**src/rtl/fetch_unit.sv**
```systemverilog
// IF stage: owns the PC, issues one outstanding instruction fetch at a time and
// loads the IF/ID register, discarding responses made stale by a branch redirect.
module fetch_unit #(
    parameter logic [31:0] RESET_PC  = 32'h0000_0000,
    parameter logic [31:0] NOP_INSTR = 32'h0000_0013
) (
    input  logic        clk,
    input  logic        reset,
    input  logic        redirect,
    input  logic [31:0] redirect_pc,
    input  logic        ID_stall,
    output logic        imem_req,
    output logic [31:0] imem_addr,
    input  logic        imem_ready,
    input  logic        imem_rvalid,
    input  logic [31:0] imem_rdata,
    output logic        IF_ID_valid,
    output logic [31:0] IF_ID_instr,
    output logic [31:0] IF_ID_PC
);

    localparam logic [1:0] FETCH = 2'd0;
    localparam logic [1:0] WAIT  = 2'd1;
    localparam logic [1:0] HOLD  = 2'd2;
    localparam logic [1:0] DROP  = 2'd3;

    logic [1:0]  state;
    logic [31:0] pc;
    logic [31:0] hold_instr;
    logic [31:0] hold_pc;
    logic        load_mem;
    logic        load_hold;

    assign imem_req  = (state == FETCH) & ~reset;
    assign imem_addr = pc;

    // A redirect or a stall always beats a load into IF/ID
    assign load_mem  = (state == WAIT) & imem_rvalid & ~redirect & ~ID_stall;
    assign load_hold = (state == HOLD) & ~redirect & ~ID_stall;

    always_ff @(posedge clk) begin
        if (reset) begin
            state       <= FETCH;
            pc          <= RESET_PC;
            hold_instr  <= 32'h0;
            hold_pc     <= 32'h0;
            IF_ID_valid <= 1'b0;
            IF_ID_instr <= NOP_INSTR;
            IF_ID_PC    <= 32'h0;
        end else begin
            case (state)
                FETCH: begin
                    if (redirect)
                        pc <= redirect_pc;
                    // A request accepted in the redirect cycle already targets the old path
                    if (imem_ready)
                        state <= redirect ? DROP : WAIT;
                end
                WAIT: begin
                    if (imem_rvalid) begin
                        state <= FETCH;
                        if (redirect) begin
                            pc <= redirect_pc;
                        end else begin
                            pc <= pc + 32'd4;
                            if (ID_stall) begin
                                state      <= HOLD;
                                hold_instr <= imem_rdata;
                                hold_pc    <= pc;
                            end
                        end
                    end else if (redirect) begin
                        state <= DROP;
                        pc    <= redirect_pc;
                    end
                end
                HOLD: begin
                    if (redirect) begin
                        state <= FETCH;
                        pc    <= redirect_pc;
                    end else if (!ID_stall) begin
                        state <= FETCH;
                    end
                end
                default: begin
                    if (imem_rvalid)
                        state <= FETCH;
                    if (redirect)
                        pc <= redirect_pc;
                end
            endcase

            if (redirect) begin
                IF_ID_valid <= 1'b0;
                IF_ID_instr <= NOP_INSTR;
            end else if (ID_stall) begin
                IF_ID_valid <= IF_ID_valid;
            end else if (load_mem) begin
                IF_ID_valid <= 1'b1;
                IF_ID_instr <= imem_rdata;
                IF_ID_PC    <= pc;
            end else if (load_hold) begin
                IF_ID_valid <= 1'b1;
                IF_ID_instr <= hold_instr;
                IF_ID_PC    <= hold_pc;
            end else begin
                IF_ID_valid <= 1'b0;
            end
        end
    end

endmodule

```
**config.mk**
```make
export PLATFORM = sky130hd
export DESIGN_NAME = fetch_unit
export DESIGN_NICKNAME = d
export VERILOG_FILES = /design/src/rtl/fetch_unit.sv
export SDC_FILE = /design/constraint.sdc
export NUM_CORES = 1
export LEC_CHECK = 0
export CAP_MARGIN = 5
export CORE_AREA = 2 2 117 119
export CTS_BUF_LIST = sky130_fd_sc_hd__clkbuf_4
export DETAILED_ROUTE_END_ITERATION = 8
export DIE_AREA = 0 0 119 121
export HOLD_SLACK_MARGIN = 0.05
export PLACE_DENSITY = 0.89
export SLEW_MARGIN = 10
export SYNTH_ARGS = -nofsm -noshare
export SYNTH_HDL_FRONTEND = slang
export SYNTH_SLANG_ARGS = --single-unit
export TNS_END_PERCENT = 5
```
**constraint.sdc**
```tcl
create_clock -name clk -period 2.4 [get_ports clk]
set_clock_uncertainty 0.1 [all_clocks]
set_input_delay 0.36 -clock clk [delete_from_list [all_inputs] [get_ports clk]]
set_output_delay 0.36 -clock clk [all_outputs]
set_load 0.05 [all_outputs]
```
Yosys cells after proc, flatten, opt, wreduce, memory -nomap -nowiden --
Cells that the tools add are included.
Storage, ports and cells: bits in registers 163
Operators by class: add/sub/neg operators 1, eq/ne operators 5, multiplexer cells 20, bitwise logic cells 9, reduce and logical (&&, ||, !) cells 8
Operators by type and width (count):
- $mux W32 | 8
- $add A32 B3 Y32 const B | 1
- $mux W2 | 9
- $reduce_and A4 Y1 | 2
- $and A1 B1 Y1 | 6
- $ne A3 B3 Y1 const B | 2
- $pmux W2 S3 | 1
- $reduce_bool A4 Y1 | 1
- $not A1 Y1 | 3
- $reduce_and A3 Y1 | 1
- $eq A2 B1 Y1 const B | 1
- $eq A2 B2 Y1 const B | 1
- $logic_not A2 Y1 | 1
- $mux W1 | 2
- $ne A2 B2 Y1 const B | 1
- $reduce_and A2 Y1 | 1
- $reduce_bool A2 Y1 | 1
- $reduce_or A2 Y1 | 1

Depth between registers and ports, before layout --
word-level depth 6, mapped depth 9, gate-level depth less buffers 6

Worst setup path before layout --
No wires, ideal clock.
path kind flip-flop to flip-flop, start reg pc[6], in the netlist imem_addr[6], end reg pc[22], in the netlist imem_addr[22], setup time 0.091 ns, arrival 2.335 ns, path slack -0.126 ns, stages on the path, launching flop included 6, clock period less this slack 2.526 ns, path through dfxtp_1 -> nand4_2 -> or4_1 -> buf_2 -> or4_1 -> a311oi_1
On the way: word-level cells in the longest chain between the ends 4
Ends and longest elaborated chain:
- start, declared | line 28 | logic [31:0] pc;
- start signal, assigned | line 54 | pc <= redirect_pc;
- start signal, assigned | line 63 | pc <= redirect_pc;
- start signal, assigned | line 65 | pc <= pc + 32'd4;
- $add A32 B3 Y32 | line 65
- $mux W32 | line 62 | if (redirect) begin
- $mux W32 | line 60 | if (imem_rvalid) begin
- $mux W32
Every way passes these cells. A chain may end at the register's enable or synchronous reset.

Worst setup path after layout --
start reg pc[9], in the netlist imem_addr[9], end out imem_addr[9]
RTL lines:
- end, declared | line 13 | output logic [31:0] imem_addr,
No word-level cell between the ends.

==> run metrics <==
Post-synth EDFFs 0; sum of negative setup slack 0 ns; post_cts resized 4; die height 121 um; mean post-synth cell area 8.383 sq um; Synth Register Bits 163; cts hold-fix bufs 0; Register Area 3269 sq um; Leakage 3.254 nW; Yosys Warn Count 0; CP Launch Type flop; vias in the first global route 6220; Synth Area in Compound Gates 21.04%; CTS Buffer Depth 2; grt total ovfl 0; post-synthesis sequential area ratio 49.53%; max_cap viols 0; ys async rst share 0%; initial antenna violation count 1; clock latency on the worst-skew pair 0.57 ns; remaining antenna violation count 0; Layout Nets 1024; I/O Buffers 167; cts bufs inserted 17; Die Area 14400 sq um; Yosys cell types 45; Synthesized Nets 860; Total Routed Length 19260 um; via density per instance 5.816; number of detailed-route iterations in the first pass 8; Clock Sinks 163; root buf cell clkbuf_4; XOR/XNOR Fraction of Synth Area 1.196%; clk slew on worst S/H paths 0.13 ns; first-pass GRT wire length 30950 um; WP data arrival 1.89 ns; # fillers 1034; Final Cycle Share 97.95%; Initial Util 50.35%; critical path type flop to primary output; largest family of logic cells by synthesized area simple AND/OR/NAND/NOR gates; largest net degree at the start of global routing 64; most frequent cells in the layout 162 x nand2_1, 158 x dfxtp_1, 149 x clkdlybuf4s50_1, 93 x nor2_1, 71 x a21oi_1; proportion of synthesized area in mux cells 0.3038%; worst-path maximum fanout 4; Max VDD drop 331.2 uV; crit path time final 2.351 ns; Die X-Extent 119 um; synthesized instance count 786; Top FF cell, synth dfxtp_1; TritonCTS clock tree built; multi-input logic area 3032 sq um; via count 6624; overall power 5.792 mW; P per Cell Area 643.3 nW/um^2; Final Hold Viols 0; required time of the critical path 1.94 ns; Detailed Place HPWL 12990 um; status complete, no violations; DRT iter0 DRCs 734; Avg WL per Cell 16.91 um; Mapped Area 6589 sq um; # rows 42; DR DRC count 0; CP Capture Type primary output; Overall Global Routing Usage 26.78%; worst slew pin tran 0.6862 ns; Layout Area Growth over Synthesis 36.65%; # H-tree levels 4; fmax 0.4254 GHz; Final setup viols 0; GPL Wtd Cong 0.8555; core area 13090 sq um; Rel. slew slack 54.25%; commonest non-fill, non-tap cell in the layout nand2_1; Post-Synth Simple-Gate Area 22.29%; post-synthesis adder-cell area fraction 0.7596%; IO Pins 168; Worst Hold Class input port to flop; post-CTS setup-driven buffer insertion count 0; layout cells sized above 1 9.667%; Max Transition Viols Final 0
path summary, 6_finish.rpt:
kind,from,end,slack (ns),depth (start not counted)
max reg2reg,imem_addr[9],imem_addr[22],0.13,5
min reg2reg,hold_instr[24],hold_instr[24],0.36,2
min,reset,IF_ID_PC[28],0.08,2
max,imem_addr[9],imem_addr[9],0.05,2
through the flow:
step                      area (sq um)  util (%)  hold WS [ns]  instances  setup WS (ns)
after floorplan                   6595         -        0.3357        786       -0.05548
after global placement            8717     66.62        0.3326       1107        0.07290
after detailed placement          8717     66.62        0.3316       1107        0.05137
after CTS                         8971     68.56       0.05052       1138        0.01449
after global routing              9004     68.81       0.08040       1139     -0.0006937
final                             9004     68.81       0.08267       1139        0.04925
per-layer routing:
metal / share of wire [%] / GRT usage, %
met5: 0 / 0
met3: 6.7 / 4.793
met1: 42 / 34.45
met2: 49 / 43.68
met4: 3.0 / 12.80
power by group:
group          switching, mW  leakage (nW)  internal (mW)
registers             0.0864          1.32           2.82
logic                  0.827          1.80          0.520
clock network          0.924         0.133          0.617
total                   1.84          3.25           3.95
sequential cells by signal, indices dropped and copies added (netlist names):
register     flops
IF_ID_PC        32
hold_instr      32
hold_pc         32
IF_ID_valid      1
state            2
imem_addr       32
IF_ID_instr     32
synth_stat cells, types with 3 or more instances:
cell type,count,share of area (%)
buf_1,5,0.28
o21ai_0,8,0.61
o31a_1,3,0.40
nor3_1,6,0.46
o21a_1,3,0.34
and2_1,3,0.28
and4_1,3,0.40
nand4_1,7,0.66
a222oi_1,57,8.7
ha_1,4,0.76
nor4_1,7,0.66
a311oi_1,17,2.3
clkbuf_1,63,3.6
o31ai_1,8,0.91
dfxtp_1,163,50
nand2_1,163,9.3
nor3b_1,4,0.46
a211oi_1,7,0.80
or3_1,8,0.76
nand3_1,19,1.4
a21oi_1,71,5.4
xnor2_1,8,1.1
nor2_1,94,5.4
a221oi_1,5,0.66
inv_1,14,0.80
or4_1,13,1.5
worst max-delay path, stage by stage (launching register included):
cell             delay [ns]
dfxtp_1                0.38
buf_4                  0.14
clkdlybuf4s50_1        0.80
logic make-up (layout without fill, tap and decap cells):
| group | Yosys count | count (layout) |
|---|---|---|
| fa+ha+maj | 4 | 4 |
| buf+inv | 85 | 261 |
| simple gates | 336 | 336 |
| compound gates | 187 | 187 |
| mux | 2 | 2 |
| other cells | 0 | 1 |
| xor+xnor | 9 | 9 |
| flops | 163 | 163 |
cell type report:
| type | count | share of cell area [%] |
|---|---|---|
| multi-input combinational | 538 | 33.67 |
| inverter | 15 | 0.6253 |
| clock inverter | 12 | 1.292 |
| antenna | 1 | 0.02779 |
| timing repair buffer | 215 | 24.04 |
| sequential | 163 | 36.31 |
| tap | 176 | 2.446 |
| clock buffer | 19 | 1.584 |
Note: power is estimated with default switching activity, not from simulation.
==> patch, RTL diff (same settings) <==
`NOP_INSTR`: 32'h0000_0013 -> 32'h00000009.
--- a/src/rtl/fetch_unit.sv
+++ b/src/rtl/fetch_unit.sv
@@ -4,3 +4,3 @@
     parameter logic [31:0] RESET_PC  = 32'h0000_0000,
-    parameter logic [31:0] NOP_INSTR = 32'h0000_0013
+    parameter logic [31:0] NOP_INSTR = 32'h00000009
 ) (
Function: changed (a bounded check fails within 4 cycles, from zero or initial values and one cycle with reset high).
==> patch against the unedited design <==
  * Cell area up 5.4%
  * Non-clock buffer count up 6
  * Routed wire length rose by 0.67%
  * Synthesized area increased by 6.2%
  * Count of clock-buffer cells in the layout decreased by 2
  * Total power grew 8.9%
  * Setup slack improved by 0.015 ns
  * Via count grew 1.1%
  * Sequential cell count unchanged
  * Critical path type unchanged
  * Highest routed layer unchanged
==> patch: results (changes against the unedited design) <==
The reg-to-reg endpoint is imem_addr[28]. The mux cell area share after synthesis is 8.87% (+8.6 points). The number of gates resized after cts came out at 1 (-3). The count of different cell masters after synthesis is 47 (+4.4%). The depth of the worst register-to-register path is 6 (+1). The clock network power consumption is 1.87 mW (+21%).

The leakage power figure came out at 3.38 nW (+4.0%). The largest fanout on the critical path is 7 (+3). The number of fill cells is 935 (-9.6%). The post-detailed-route wirelength per cell is 16.4 µm (-2.7%). The number of global-route vias before repair is 6,175 (-0.72%).

The path with the worst hold slack has its endpoint at hold_instr[7]. The wire length on met3 is 1.41 mm (+10%). The worst supply voltage drop on vdd is 430 µV (+30%).

The worst-case headroom to the max-slew limit came out at 50.1% (-4.2 points). The commonest cells after synthesis are sky130_fd_sc_hd__dfxtp_1, sky130_fd_sc_hd__nand2_1, sky130_fd_sc_hd__nor2_1, sky130_fd_sc_hd__a211oi_1, sky130_fd_sc_hd__a21oi_1. The area fraction in compound gates after synthesis came out at 17.6% (-3.4 points).

The number of standard cells in the layout, taps in and fillers out is 1,179 (+3.5%). The detailed router's first-iteration violation count came out at 581 (-21%). The sequential-to-total area share from yosys stat is 46.6% (-2.9 points).

The detailed-router iteration count before antenna repair came out at 5 (-3). After synthesis, the cell types taking the most area are sky130_fd_sc_hd__dfxtp_1, sky130_fd_sc_hd__mux2i_1, sky130_fd_sc_hd__nand2_1. The post-detailed-route via-to-cell ratio came out at 5.68 (-2.3%).

The first-pass GRT wire length came to 30.9 mm (-0.22%). The met2 layer wire length in the routed design came out at 9.32 mm (-0.52%). The final weighted congestion in routability-driven placement came out at 0.859 (+0.36%). The source-to-sink clock delay at the later pin of the worst-skew pair came to 0.55 ns (-0.02 ns). The worst setup slack before clock tree synthesis is -0.0236 ns (-0.0750 ns). The arithmetic-cell share of the synthesized area counting full adders, half adders and majority gates came out at 0.715% (-0.044 points). The most critical setup path has its endpoint at imem_addr[8].

The worst hold path stage count is 3 (+1). The maximum cell stage delay along the critical path came out at 0.82 ns (+0.02 ns). The reg-to-reg startpoint is state[1]. The net count after synthesis is 893 (+3.8%). The worst-case hold slack was 0.275 ns (+0.192 ns). The run finished with clean final reports. The ratio of final minimum period to clock period came out at 97.3% (-0.61 points). The met3 track utilization from global routing is 6.95% (+2.2 points). The register-to-register setup slack came out at 0.19 ns (+0.06 ns). The met1 wire length is 8.26 mm (+2.9%). The largest net degree at the start of global routing came out at 87 (+36%). The share of cells above drive strength 1 is 9.78% (+0.11 points). The internal power is 4.35 mW (+10%).

The hold buffer count at CTS was 1 (+1).
## patch: cell types whose count changed after synthesis, moves of 5 or more
cell	unedited run	this run
sky130_fd_sc_hd__a211oi_1	7	73
sky130_fd_sc_hd__a222oi_1	57	0
sky130_fd_sc_hd__a311oi_1	17	12
sky130_fd_sc_hd__and3_1	1	8
sky130_fd_sc_hd__clkbuf_1	63	53
sky130_fd_sc_hd__inv_1	14	6
sky130_fd_sc_hd__mux2i_1	2	62
sky130_fd_sc_hd__nand2_1	163	150
sky130_fd_sc_hd__nand3_1	19	10
sky130_fd_sc_hd__nand4_1	7	13
sky130_fd_sc_hd__nor2b_1	2	8
sky130_fd_sc_hd__or4_1	13	8
sky130_fd_sc_hd__xor2_1	1	8
## patch: layout make-up
class	count	area share, %
multi-input combinational	580	36.4
sequential	163	34.4
clock inverter	14	2.24
timing repair buffer	221	22.9
antenna	1	0.0264
tap	176	2.32
clock buffer	17	1.34
inverter	7	0.277
